==> src/rtl/div_datapath.sv <==
// Iterative restoring unsigned divider datapath, stepped one quotient bit per
// cycle by the divider control sequencer and publishing results on its DONE code.
module div_datapath #(
    parameter int unsigned WIDTH     = 32,
    parameter int unsigned CW        = 6,
    parameter int unsigned CODE_ITER = 27,
    parameter int unsigned CODE_DONE = 63
) (
    input  logic             clk,
    input  logic             rst_n,
    input  logic             start,
    input  logic [WIDTH-1:0] dividend,
    input  logic [WIDTH-1:0] divisor,
    input  logic [CW-1:0]    ctrl,
    output logic [WIDTH-1:0] quotient,
    output logic [WIDTH-1:0] remainder,
    output logic             done,
    output logic             busy,
    output logic             div_zero,
    output logic             seq_err
);

    localparam int unsigned SW = $clog2(WIDTH + 1);
    localparam logic [SW-1:0] STEP_MAX = SW'(WIDTH);
    localparam logic [CW-1:0] C_ITER   = CW'(CODE_ITER);
    localparam logic [CW-1:0] C_DONE   = CW'(CODE_DONE);

    typedef enum logic [1:0] {
        IDLE,
        RUN,
        FIN
    } state_t;

    state_t state, state_nxt;

    logic [WIDTH-1:0] rem_acc, quo_acc, dvs, dvd_cap;
    logic [SW-1:0]    step;
    logic [WIDTH-1:0] rem_shift, quo_shift;
    logic [WIDTH:0]   trial;

    always_ff @(posedge clk) begin
        if (!rst_n) state <= IDLE;
        else        state <= state_nxt;
    end

    always_comb begin
        state_nxt = state;
        case (state)
            IDLE, FIN: if (start) state_nxt = RUN;
            RUN: begin
                if (start)
                    state_nxt = RUN;
                else if (ctrl == C_DONE && step == STEP_MAX)
                    state_nxt = FIN;
            end
            default: state_nxt = IDLE;
        endcase
    end

    // The bit shifted out of rem_acc is dropped; trial is taken on the shifted value only.
    always_comb begin
        rem_shift = {rem_acc[WIDTH-2:0], quo_acc[WIDTH-1]};
        quo_shift = {quo_acc[WIDTH-2:0], 1'b0};
        trial     = {1'b0, rem_shift} - {1'b0, dvs};
    end

    always_ff @(posedge clk) begin
        if (!rst_n) begin
            rem_acc   <= '0;
            quo_acc   <= '0;
            dvs       <= '0;
            dvd_cap   <= '0;
            step      <= '0;
            quotient  <= '0;
            remainder <= '0;
            done      <= 1'b0;
            busy      <= 1'b0;
            div_zero  <= 1'b0;
            seq_err   <= 1'b0;
        end else begin
            busy <= (state_nxt == RUN);
            if (start) begin
                rem_acc  <= '0;
                quo_acc  <= dividend;
                dvs      <= divisor;
                dvd_cap  <= dividend;
                step     <= '0;
                done     <= 1'b0;
                seq_err  <= 1'b0;
                div_zero <= 1'b0;
            end else if (state == RUN) begin
                if (ctrl == C_ITER && step < STEP_MAX) begin
                    if (!trial[WIDTH]) begin
                        rem_acc <= trial[WIDTH-1:0];
                        quo_acc <= {quo_shift[WIDTH-1:1], 1'b1};
                    end else begin
                        rem_acc <= rem_shift;
                        quo_acc <= quo_shift;
                    end
                    step <= step + 1'b1;
                end else if (ctrl == C_DONE) begin
                    if (step == STEP_MAX) begin
                        done <= 1'b1;
                        if (dvs == '0) begin
                            quotient  <= '1;
                            remainder <= dvd_cap;
                            div_zero  <= 1'b1;
                        end else begin
                            quotient  <= quo_acc;
                            remainder <= rem_acc;
                        end
                    end else begin
                        seq_err <= 1'b1;
                    end
                end
            end
        end
    end

endmodule

==> config.mk <==
export PLATFORM = sky130hd
export DESIGN_NAME = div_datapath
export DESIGN_NICKNAME = d
export VERILOG_FILES = /design/src/rtl/div_datapath.sv
export SDC_FILE = /design/constraint.sdc
export NUM_CORES = 1
export LEC_CHECK = 0
export CORE_MARGIN = 2
export CORE_UTILIZATION = 39
export DETAILED_ROUTE_END_ITERATION = 8
export HOLD_SLACK_MARGIN = 0.02
export PLACE_DENSITY_LB_ADDON = 0.25
export SLEW_MARGIN = 20
export SYNTH_ARGS = -nofsm -noshare
export SYNTH_HDL_FRONTEND = slang
export SYNTH_SLANG_ARGS = --single-unit
==> constraint.sdc <==
create_clock -name clk -period 3.3 [get_ports clk]
set_input_delay 0.66 -clock clk [delete_from_list [all_inputs] [get_ports clk]]
set_output_delay 0.66 -clock clk [all_outputs]
set_load 0.005 [all_outputs]
==> results.cfg <==
[cts]
clock-root-buffer = sky130_fd_sc_hd__clkbuf_16
clk-insertion-delay-late_ns = 0.53
clock_tree.htree_level_count = 1
cts_made_buffers = 23
ctsLongestPathBuffers = 3
ctsResizeCount = 0
post_cts.repair.setup_buffers = 0
numClockSinks = 204
clkTransAtPathRegs_ns = 0.06
post_cts_hold_buffer_count = 0
clock_tree_from_tritoncts = done

[min_path]
hold_class = register to register
min-delay-start = seq_err

[synth]
ys.flop_type = sky130_fd_sc_hd__dfxtp_1
post_synth_inst_count = 1272
synth-simple-area-share_pct = 23.7
yosysWarnings = 0
async_flop_share_pct = 0
synth_nets = 1380
synth_top_family_by_area = simple AND/OR/NAND/NOR gates
synth_compound_gate_area_share_pct = 16.7
yosys-mux-area-fraction_pct = 10.1
synth_enable_flop_cells = 0
mappedNetlistArea_sq_mm = 0.0106
number_of_synthesized_register_bits = 204
synth_xor_xnor_area_share_pct = 1.74
synth_cell_type_count = 61
synth_seq_area_share_pct = 38.6
mean_instance_size_in_the_synthesized_netlist_sq_um = 8.31
adder_cell_share_of_the_synthesized_area_pct = 4.21

[route]
route.vias.total = 9211
drt_first_pass_iters = 5
post-route-drc-count = 0
detail_route.vias_per_cell = 5.35
initialDrtViolationCount = 804
routed_wl_mm = 28.9
drt-wirelength-per-cell_um = 16.8
drt.antenna.violating_nets = 0

[global_route]
largest_net_degree_at_the_start_of_global_routing = 162
grt_pass1_wl_mm = 45.7
first_global_vias = 8545
total_track_usage_pct = 19.8
initial_antenna_violation_count = 0
overflow = 0

[run_status]
status = finished, final reports clean

[timing]
min_period_over_period_pct = 94.7
worst_slew_margin_rel_pct = 53.7
timing.final.hold_violations = 0
timing.setup.tns_ns = 0
tightest_slew_ns = 0.694
slew_viol_final = 0
final.min_clock_period_ns = 3.13
grt_setup_unrepaired = false
clock-skew-final_ns = 0.00939
setup_viol = 0
whs_ns = 0.479
achievable-frequency_mhz = 320

[pwr]
power.density_cell_area_mw_per_mm2 = 436
clockPowerShare_pct = 44.0
max-vdd-ir-drop_mv = 0.265
totalPowerFinal_mw = 5.65
switch_share_pct = 24.6
switchingPower_mw = 1.39
fraction_of_power_consumed_by_combinational_cells_pct = 10.2
sequentialPowerShare_pct = 45.8
internal_power_mw = 4.26
static-leakage-power_nw = 5.17

[setup_path]
origin_of_the_critical_flop_to_flop_path = dvs[5]
timing.critical_path.arrival_ns = 3.54
cp_capture_point = rem_acc[22]
setup.worst_path.class = register to register
cp_max_fo = 26
rr_endpoint = rem_acc[22]
crit_required_ns = 3.71
r2r.worst_path.cells = 11
sort_of_element_at_the_start_of_the_critical_path = register
crit_path_end_kind = register
worstSetupStartpoint = dvs[5]
setup.reg_to_reg.worst_slack_ns = 0.17

[placement]
placedInstanceArea_sq_mm = 0.0122
dp_hpwl_mm = 20.3
port_buffers = 140
globalplace.congestion = 0.912

[floorplanning]
row_count = 60
floorplan.die.width_um = 169
core_area_sq_mm = 0.0268
io_pins = 141
initial_utilization_pct = 39.4
die_h_um = 169
die_area_sq_mm = 0.0284

[finish]
synthToLayoutAreaGrowth_pct = 22.7
final_design_area_no_fill_sq_mm = 0.0130
antennaDiodeCount = 0
finalNetCount = 1472
final_core_utilization_pct = 48.4
drive_gt1_share_pct = 5.36
fillerInstances = 2652

[run]
max_cap_viol_count = 0
sequential cells by signal, summed over array words and instances, names as in the netlist, 2 cells and up:
| signal | cells |
|---|---|
| dvd_cap | 32 |
| dvs | 32 |
| quo_acc | 32 |
| quotient | 32 |
| rem_acc | 32 |
| remainder | 32 |
| step | 6 |
| state | 2 |
power by group through the flow:
stage	Clock [mW]	Combinational [mW]	Sequential (mW)
final	2.49	0.574	2.59
after global routing	2.64	0.636	2.60
after CTS	2.54	0.574	2.59
after detailed placement	0	0.571	2.64
after global placement	0	0.570	2.64
after floorplan	0	0.377	2.62
cell usage after synthesis (3+ instances only):
| library cell | n | area [sq um] |
|---|---|---|
| sky130_fd_sc_hd__o211a_1 | 35 | 350 |
| sky130_fd_sc_hd__nor4_1 | 12 | 75.1 |
| sky130_fd_sc_hd__buf_1 | 18 | 67.6 |
| sky130_fd_sc_hd__nor3b_1 | 32 | 240 |
| sky130_fd_sc_hd__nor2_1 | 74 | 278 |
| sky130_fd_sc_hd__o21a_1 | 5 | 37.5 |
| sky130_fd_sc_hd__nor3_1 | 45 | 225 |
| sky130_fd_sc_hd__xor2_1 | 8 | 70.1 |
| sky130_fd_sc_hd__nand2b_1 | 11 | 68.8 |
| sky130_fd_sc_hd__o21ai_0 | 46 | 230 |
| sky130_fd_sc_hd__mux2_2 | 4 | 45.0 |
| sky130_fd_sc_hd__o21bai_1 | 3 | 22.5 |
| sky130_fd_sc_hd__nand3_1 | 24 | 120 |
| sky130_fd_sc_hd__a21oi_1 | 127 | 636 |
| sky130_fd_sc_hd__a21o_1 | 9 | 67.6 |
| sky130_fd_sc_hd__a21boi_0 | 3 | 22.5 |
| sky130_fd_sc_hd__mux2i_1 | 102 | 1020 |
| sky130_fd_sc_hd__ha_1 | 34 | 425 |
| sky130_fd_sc_hd__inv_1 | 41 | 154 |
| sky130_fd_sc_hd__buf_2 | 9 | 45.0 |
| sky130_fd_sc_hd__a211oi_1 | 4 | 30.0 |
| sky130_fd_sc_hd__nor2b_1 | 98 | 613 |
| sky130_fd_sc_hd__nand2_1 | 161 | 604 |
| sky130_fd_sc_hd__o211ai_1 | 8 | 60.1 |
| sky130_fd_sc_hd__xnor2_1 | 13 | 114 |
| sky130_fd_sc_hd__or3_1 | 5 | 31.3 |
| sky130_fd_sc_hd__clkbuf_1 | 61 | 229 |
| sky130_fd_sc_hd__and2_1 | 10 | 62.6 |
| sky130_fd_sc_hd__nand4_1 | 11 | 68.8 |
| sky130_fd_sc_hd__or2_2 | 4 | 25.0 |
| sky130_fd_sc_hd__dfxtp_1 | 204 | 4080 |
| sky130_fd_sc_hd__a31oi_1 | 14 | 87.6 |
cells by family after synthesis:
group | after synthesis
compound gates | 278
xor+xnor | 21
fa+ha+maj | 35
buf+inv | 132
flops | 204
mux | 106
simple gates | 496
layout by cell type (no fill, tap or decap), types with 3 or more instances in the layout:
cell type / n
sky130_fd_sc_hd__nor4_1: 12
sky130_fd_sc_hd__a21o_1: 9
sky130_fd_sc_hd__clkbuf_1: 8
sky130_fd_sc_hd__nor3_1: 45
sky130_fd_sc_hd__o21a_1: 5
sky130_fd_sc_hd__a21oi_1: 127
sky130_fd_sc_hd__nand4_1: 11
sky130_fd_sc_hd__ha_1: 34
sky130_fd_sc_hd__o21bai_1: 3
sky130_fd_sc_hd__nor2_1: 72
sky130_fd_sc_hd__inv_1: 41
sky130_fd_sc_hd__or3_1: 5
sky130_fd_sc_hd__a21boi_0: 3
sky130_fd_sc_hd__mux2i_1: 102
sky130_fd_sc_hd__xor2_1: 8
sky130_fd_sc_hd__nor3b_1: 32
sky130_fd_sc_hd__nor2b_1: 97
sky130_fd_sc_hd__dfxtp_1: 204
sky130_fd_sc_hd__o211ai_1: 8
sky130_fd_sc_hd__or2_2: 4
sky130_fd_sc_hd__nor2_4: 3
sky130_fd_sc_hd__nand2b_1: 11
sky130_fd_sc_hd__nand2_1: 160
sky130_fd_sc_hd__clkbuf_8: 7
sky130_fd_sc_hd__nand3_1: 24
sky130_fd_sc_hd__mux2_2: 4
sky130_fd_sc_hd__o21ai_0: 46
sky130_fd_sc_hd__buf_4: 15
sky130_fd_sc_hd__o211a_1: 35
sky130_fd_sc_hd__buf_12: 4
sky130_fd_sc_hd__clkdlybuf4s50_1: 138
sky130_fd_sc_hd__a211oi_1: 4
sky130_fd_sc_hd__clkbuf_16: 23
sky130_fd_sc_hd__xnor2_1: 13
sky130_fd_sc_hd__and2_1: 9
sky130_fd_sc_hd__a31oi_1: 14
layout make-up:
class	count	area, sq um	area share [%]
sequential	204	4080	31.5
timing repair buffer	158	1590	12.2
multi-input combinational	936	5980	46.2
inverter	41	154	1.19
tap	341	427	3.29
clock inverter	3	30.0	0.232
clock buffer	38	702	5.41
metal layers:
layer  GRT usage [%]  up-vias  share of wire (%)  routed length [um]
met5               0        -                  0                   0
met4            4.46        0                2.2                 628
met3            2.76       41                5.7                1640
met2            30.8      278                 43               12400
met1            29.1     4278                 49               14300
li1                -     4614                  -                   -
critical path, cell delays in order, from the launching register on:
cell and delay [ns]:
sky130_fd_sc_hd__dfxtp_1 0.36, sky130_fd_sc_hd__inv_1 0.06, sky130_fd_sc_hd__ha_1 0.34, sky130_fd_sc_hd__a21o_1 0.20
sky130_fd_sc_hd__a211o_1 0.30, sky130_fd_sc_hd__o211a_1 0.24, sky130_fd_sc_hd__nor3_4 0.30, sky130_fd_sc_hd__a21oi_1 0.11
sky130_fd_sc_hd__buf_4 0.17, sky130_fd_sc_hd__nor2_4 0.45, sky130_fd_sc_hd__nor4b_1 0.15, sky130_fd_sc_hd__or2_2 0.31
worst min path at each step:
stage / to / cells after the start
after floorplan: state[1] / 2
after global placement: div_zero / 2
after detailed placement: state[1] / 2
after CTS: state[1] / 2
after global routing: remainder[8] / 1
final: seq_err / 2
stage by stage:
stage / std cells / worst slack (ns)
3_5_place_dp: 1680 / 0.215
4_1_cts: 1721 / 0.201
5_1_grt: 1721 / 0.0181
2_1_floorplan: 1272 / 0.559
3_3_place_gp: 1680 / 0.302
6_report: 1721 / 0.175
(Power assumes the default switching activity.)
